==> config.mk <==
export PLATFORM = sky130hd
export DESIGN_NAME = lap_stopwatch_controller
export DESIGN_NICKNAME = d
export VERILOG_FILES = /design/src/rtl/lap_stopwatch_pkg.sv /design/src/rtl/lap_stopwatch_controller_button_conditioner.sv /design/src/rtl/lap_stopwatch_controller.sv
export SDC_FILE = /design/constraint.sdc
export NUM_CORES = 1
export LEC_CHECK = 0
export ABC_AREA = 1
export CAP_MARGIN = 5
export CORE_ASPECT_RATIO = 0.7
export CORE_MARGIN = 4
export CORE_UTILIZATION = 51
export DETAILED_ROUTE_END_ITERATION = 12
export PLACE_DENSITY = 0.75
export RECOVER_POWER = 100
export SLEW_MARGIN = 20
export SYNTH_ARGS = -nofsm -noshare
export SYNTH_HDL_FRONTEND = slang
export SYNTH_SLANG_ARGS = --single-unit
==> constraint.sdc <==
create_clock -name clk -period 2.1 [get_ports clk]
set_input_delay 0.42 -clock clk [delete_from_list [all_inputs] [get_ports clk]]
set_output_delay 0.42 -clock clk [all_outputs]
set_load 0.02 [all_outputs]
==> src/rtl/lap_stopwatch_pkg.sv <==
// Shared definitions for the lap stopwatch controller.
//   state_t    : controller FSM encoding (IDLE/RUN/PAUSE)
//   params_ok  : parameter range check used at elaboration
//   width_for  : bits needed to hold 0..max_value (minimum 1)
package lap_stopwatch_pkg;

  typedef enum logic [1:0] {
    IDLE  = 2'd0,
    RUN   = 2'd1,
    PAUSE = 2'd2
  } state_t;

  function automatic bit params_ok(input int unsigned debounce_cycles,
                                   input int unsigned tick_div,
                                   input int unsigned count_width,
                                   input int unsigned lap_depth);
    return (debounce_cycles >= 2) && (tick_div >= 1) && (count_width >= 1) &&
           (lap_depth >= 2) && ((lap_depth & (lap_depth - 1)) == 0);
  endfunction

  function automatic int unsigned width_for(input int unsigned max_value);
    return (max_value < 2) ? 1 : $clog2(max_value + 1);
  endfunction

endpackage

==> src/rtl/lap_stopwatch_controller_button_conditioner.sv <==
// Raw push-button conditioner: 2-flop synchroniser, debounce counter and
// rising-edge press detector.
//   clk         : system clock
//   resetButton : asynchronous active-high reset
//   rawIn       : raw asynchronous button level
//   press       : one-cycle pulse when the accepted level rises 0->1
module button_conditioner
  import lap_stopwatch_pkg::*;
#(
  parameter int unsigned DEBOUNCE_CYCLES = 4
) (
  input  logic clk,
  input  logic resetButton,
  input  logic rawIn,
  output logic press
);

  localparam int unsigned DW = width_for(DEBOUNCE_CYCLES - 1);

  logic          r_sync1;
  logic          r_sync2;
  logic          r_level;
  logic          r_press;
  logic [DW-1:0] r_db;

  // The counter holds the number of mismatching cycles already seen; the
  // flip happens on the DEBOUNCE_CYCLES-th mismatching cycle, so the
  // terminal compare is against DEBOUNCE_CYCLES-1.
  always_ff @(posedge clk or posedge resetButton) begin
    if (resetButton) begin
      r_sync1 <= 1'b0;
      r_sync2 <= 1'b0;
      r_level <= 1'b0;
      r_press <= 1'b0;
      r_db    <= '0;
    end else begin
      r_sync1 <= rawIn;
      r_sync2 <= r_sync1;
      r_press <= 1'b0;
      if (r_sync2 == r_level) begin
        r_db <= '0;
      end else if (r_db == DW'(DEBOUNCE_CYCLES - 1)) begin
        r_level <= r_sync2;
        r_db    <= '0;
        r_press <= r_sync2;
      end else begin
        r_db <= r_db + 1'b1;
      end
    end
  end

  assign press = r_press;

endmodule

==> src/rtl/lap_stopwatch_controller.sv <==
// Lap stopwatch controller: debounced start/stop and lap buttons, IDLE/RUN/
// PAUSE FSM, prescaled elapsed counter (wrap or saturate) and a FWFT lap FIFO
// drained with a valid/ready handshake.
//   clk, resetButton          : clock, asynchronous active-high reset
//   startStopButton, lapButton: raw buttons
//   reset, cnt                : Moore outputs (IDLE, RUN)
//   count, wrapped            : elapsed count and sticky wrap/saturate flag
//   lapData/lapValid/lapReady : FIFO head and handshake
//   lapFull, lapOverflow      : FIFO full and sticky dropped-lap flag
module lap_stopwatch_controller
  import lap_stopwatch_pkg::*;
#(
  parameter int unsigned DEBOUNCE_CYCLES = 4,
  parameter int unsigned TICK_DIV        = 1,
  parameter int unsigned COUNT_WIDTH     = 16,
  parameter int unsigned SATURATE        = 0,
  parameter int unsigned LAP_DEPTH       = 4
) (
  input  logic                   clk,
  input  logic                   resetButton,
  input  logic                   startStopButton,
  input  logic                   lapButton,
  output logic                   reset,
  output logic                   cnt,
  output logic [COUNT_WIDTH-1:0] count,
  output logic                   wrapped,
  output logic [COUNT_WIDTH-1:0] lapData,
  output logic                   lapValid,
  input  logic                   lapReady,
  output logic                   lapFull,
  output logic                   lapOverflow
);

  localparam int unsigned PW = width_for(TICK_DIV - 1);
  localparam int unsigned AW = $clog2(LAP_DEPTH);

  if (!params_ok(DEBOUNCE_CYCLES, TICK_DIV, COUNT_WIDTH, LAP_DEPTH)) begin : g_param_check
    $error("lap_stopwatch_controller: parameter out of range");
  end

  logic w_ss_press;
  logic w_lap_press;

  button_conditioner #(.DEBOUNCE_CYCLES(DEBOUNCE_CYCLES)) u_ss_btn (
    .clk         (clk),
    .resetButton (resetButton),
    .rawIn       (startStopButton),
    .press       (w_ss_press)
  );

  button_conditioner #(.DEBOUNCE_CYCLES(DEBOUNCE_CYCLES)) u_lap_btn (
    .clk         (clk),
    .resetButton (resetButton),
    .rawIn       (lapButton),
    .press       (w_lap_press)
  );

  // FSM
  state_t r_state;
  state_t w_next;
  logic   w_reset;
  logic   w_cnt;

  always_ff @(posedge clk or posedge resetButton) begin
    if (resetButton) r_state <= IDLE;
    else             r_state <= w_next;
  end

  always_comb begin
    w_next  = r_state;
    w_reset = 1'b0;
    w_cnt   = 1'b0;
    case (r_state)
      IDLE: begin
        w_reset = 1'b1;
        if (w_ss_press) w_next = RUN;
      end
      RUN: begin
        w_cnt = 1'b1;
        if (w_ss_press) w_next = PAUSE;
      end
      PAUSE: begin
        if (w_ss_press) w_next = RUN;
      end
      default: w_next = IDLE;
    endcase
  end

  assign reset = w_reset;
  assign cnt   = w_cnt;

  // Prescaler and elapsed counter
  logic [PW-1:0]          r_presc;
  logic [COUNT_WIDTH-1:0] r_count;
  logic [COUNT_WIDTH-1:0] w_count_inc;
  logic                   r_wrapped;
  logic                   w_tick;

  assign w_count_inc = r_count + 1'b1;
  assign w_tick      = (r_state == RUN) && (r_presc == PW'(TICK_DIV - 1));

  always_ff @(posedge clk or posedge resetButton) begin
    if (resetButton) begin
      r_presc   <= '0;
      r_count   <= '0;
      r_wrapped <= 1'b0;
    end else if (r_state == IDLE) begin
      r_presc <= '0;
      r_count <= '0;
    end else if (r_state == RUN) begin
      if (w_tick) begin
        r_presc <= '0;
        if (SATURATE != 0) begin
          if (r_count != '1) begin
            r_count <= w_count_inc;
            if (w_count_inc == '1) r_wrapped <= 1'b1;
          end
        end else begin
          r_count <= w_count_inc;
          if (r_count == '1) r_wrapped <= 1'b1;
        end
      end else begin
        r_presc <= r_presc + 1'b1;
      end
    end
  end

  assign count   = r_count;
  assign wrapped = r_wrapped;

  // Lap FIFO; pointers carry one extra bit to separate full from empty.
  logic [COUNT_WIDTH-1:0] r_mem [LAP_DEPTH];
  logic [AW:0]            r_wr;
  logic [AW:0]            r_rd;
  logic                   r_ovf;
  logic                   w_empty;
  logic                   w_full;
  logic                   w_pop;
  logic                   w_push_req;
  logic                   w_push;

  assign w_empty    = (r_wr == r_rd);
  assign w_full     = (r_wr[AW] != r_rd[AW]) && (r_wr[AW-1:0] == r_rd[AW-1:0]);
  assign w_pop      = !w_empty && lapReady;
  assign w_push_req = w_lap_press && (r_state == RUN);
  // When full, a simultaneous pop frees the slot being written (same index).
  assign w_push     = w_push_req && (!w_full || w_pop);

  always_ff @(posedge clk or posedge resetButton) begin
    if (resetButton) begin
      r_wr  <= '0;
      r_rd  <= '0;
      r_ovf <= 1'b0;
    end else begin
      if (w_push) r_wr <= r_wr + 1'b1;
      if (w_pop)  r_rd <= r_rd + 1'b1;
      if (w_push_req && !w_push) r_ovf <= 1'b1;
    end
  end

  always_ff @(posedge clk) begin
    if (w_push) r_mem[r_wr[AW-1:0]] <= r_count;
  end

  assign lapData     = w_empty ? '0 : r_mem[r_rd[AW-1:0]];
  assign lapValid    = !w_empty;
  assign lapFull     = w_full;
  assign lapOverflow = r_ovf;

endmodule

==> metrics.md <==
| Metric | Value |
|---|---|
| Total track usage | 0.208 |
| Max Clk Rate | about 0.47 GHz |
| Final worst setup slack | -24.9 ps |
| Post-route insts no fill | about 650 |
| Crit start category | register |
| Worst EP arrival | between 1500 and 2000 ps |
| Place WS | -66.7 ps |
| Final period utilization | 1.01 |
| Share of layout cells above drive strength 1 | 0.218 |
| Root buf cell | clkbuf_16 |
| Worst-path clk slew | 60 ps |
| Fin area | 5780 um^2 |
| TritonCTS clock tree | built |
| Most frequent cells in the layout | nor2_1, edfxtp_1, nand2_1, dfrtp_1, o21ai_0 |
| Worst-Skew Late Latency | 350 ps |
| Mapped Avg Cell Area | 10.4 um^2 |
| Top cell type's share of synthesized area | 0.421 |
| RePlAce Congestion | a little under 0.9 |
| Flops & latches, synth | 103 |
| Initial antenna violation count | 0 |
| CTS max path bufs | 2 |
| DP Cell Count | 617 |
| First drt pass iteration count | 5 |
| # DRC | 0 |
| Vias in the first global route | about 3,300 |
| Worst hold-check path type | reg -> reg |
| Placement row count | 28 |
| Slew Limit Headroom | 0.352 |
| Vias | 3,366 |
| Die ar. | 10,500 um^2 |
| Die X | 121 um |
| Largest net degree at the start of global routing | 40 |
| Crit-path cells | buf_12 > xnor2_4 > nand3_4 > buf_6 > nand2_2 > inv_2 > buf_6 |
| Top FF cell, synth | edfxtp_1 |
| Critical Path End Type | primary output |
| NumNets Final | 536 |
| CTS buffer count | 9 |
| CTS Hold Bufs | 0 |
| CP dominant cell by count | buf_6 |
| Most common cell after layout, fill and taps aside | nor2_1 |
| Tmin final | 2120 ps |
| Crit-path max FO | 4 |
| Endpoints failing setup | 11 |
| Via density | 5.20 |
| Synth Instances | between 400 and 500 |
| Violated checks | setup timing |
| Clock Skew | 8.88 ps |
| Syn_nets | between 400 and 500 |
| RSZ-0062 raised after global routing | true |
| Peak supply drop | between 0.0006 and 0.0007 V |
| EDFF count, synth | 64 |
| DP Area | 5360 um^2 |
| Die Ht | 87.1 um |
| WL final | 10,300 um |
| Max Cap Viol | 0 |
| Synth warn | 0 |
| Post-route ant nets | 0 |
| Max incr delay on CP | 430 ps |
| Async SR Flop Fraction | 0.379 |
| Total gr overflow | 0 |
| Total power | 7.51 mW |
| Starting density of the core | 0.531 |
| Worst slew pin tran | 972 ps |
| Status | complete, but fails checks |
| Yosys top cell by area | edfxtp_1 |
| Detailed-placement wirelength estimate | 6420 um |
| Final hold violations | 0 |
| IO Count | 43 |
| # diodes | 0 |
| DRT iter0 DRCs | 231 |
| Final core occ | 0.673 |
| Distinct cells, synth | 37 |
| Crit Path Category | reg -> out |
| Worst path required time | 1680 ps |
| Pleak | around 2.4 nW |
| Layout area overhead | 26.7% |
| CTS Sinks | 103 |
| Syn Std Cell Area | 4560 um^2 |
| Synth top area cells | edfxtp_1, dfrtp_1, nand2_1, nor2_1, o21ai_0 |
| Sequential share of the synthesized area | 0.635 |
| First-pass GRT wire length | 16,600 um |
| IO Port Bufs | 42 |
| H-tree lvl count | 3 |
| CP max-delay cell | dfrtp_2 |
| Core area | 8580 um^2 |
| Pwr/cell area | around 1300 nW/um^2 |
| Routed length per placed instance | 15.9 um |
| Slew Viols, Final | 0 |
## path summary, 6_finish.rpt
path | endpoint | cells past startpoint | slack (ps) | start
worst max register to register | count[15] | 8 | 180 | count[4]
max in group asynchronous | r_rd[0] | 3 | 610 | resetButton
worst min register to register | u_lap_btn.r_sync2 | 0 | 350 | u_lap_btn.r_sync1
min in group asynchronous | r_presc | 3 | 830 | resetButton
worst max-delay path | lapData[0] | 7 | -20 | r_rd[0]
worst min-delay path | u_lap_btn.r_sync2 | 0 | 350 | u_lap_btn.r_sync1
## report_power, final
group | switching [mW] | total [mW] | internal, mW
registers | 0.0962 | 2.35 | 2.26
clock network | 0.678 | 1.46 | 0.784
logic | 2.04 | 3.70 | 1.65
total | 2.82 | 7.51 | 4.70
## timing repair
action	CTS	global route
gates resized for setup	96	48
setup endpoints to repair	18	19
buffers inserted	11	1
cloned	3	1
pin swaps	9	18
hold endpoints to repair	0	0
## cell families after synthesis
group,share of synthesized area
and+or+nand+nor,0.169
DFF,0.635
AOI/OAI and AO/OA,0.0905
buffers and inverters,0.0598
xor gates and xnor gates,0.0236
adders and majority gates,0.0219
## final cells by class
cell class                 count  area [um^2]
timing repair buffer          85          828
inverter                      50          193
multi-input combinational    274         1460
fill                         664         2800
clock buffer                  10          229
clock inverter                 5         26.3
sequential                   103         2900
tap                          120          150
## synthesized netlist by cell type (all sizes together), types with 3 or more instances
library cell  instances
ha                    8
xnor2                 5
o21bai                4
edfxtp               64
buf                  11
nand4                 3
nor2                 77
o21ai                58
nand3                17
xor2                  3
clkbuf                3
a21oi                 6
nand2                78
nor3                  3
inv                  49
dfrtp                39
## through the flow
| stage | setup TNS (ps) | hold WS, ps |
|---|---|---|
| floorplan | 0 | 331 |
| global placement | -198 | 333 |
| detailed placement | -826 | 337 |
| CTS | -21.8 | 352 |
| global route | -1120 | 356 |
| finish | -171 | 348 |
## worst max-delay path, delay by kind of cell (launching register included)
kind | cells | cell delay, ps
buffers and inverters | 4 | 460
DFF | 1 | 430
xor gates and xnor gates | 1 | 260
and+or+nand+nor | 2 | 210
## metal layers
metal,track usage,share of wire,wire (um)
met3,0.0571,0.061,626
met1,0.272,0.43,4450
met4,0.0422,0.0048,49
met5,0,0,0
met2,0.353,0.50,5130
## state kept, by name (all words and copies together), names as in the netlist, 2 cells and up
signal and count:
u_lap_btn.r_db 2, r_rd 3, u_ss_btn.r_db 2, r_state 2, r_wr 3, r_mem 64, count 16
No activity file was read; power rests on OpenSTA's default activity.
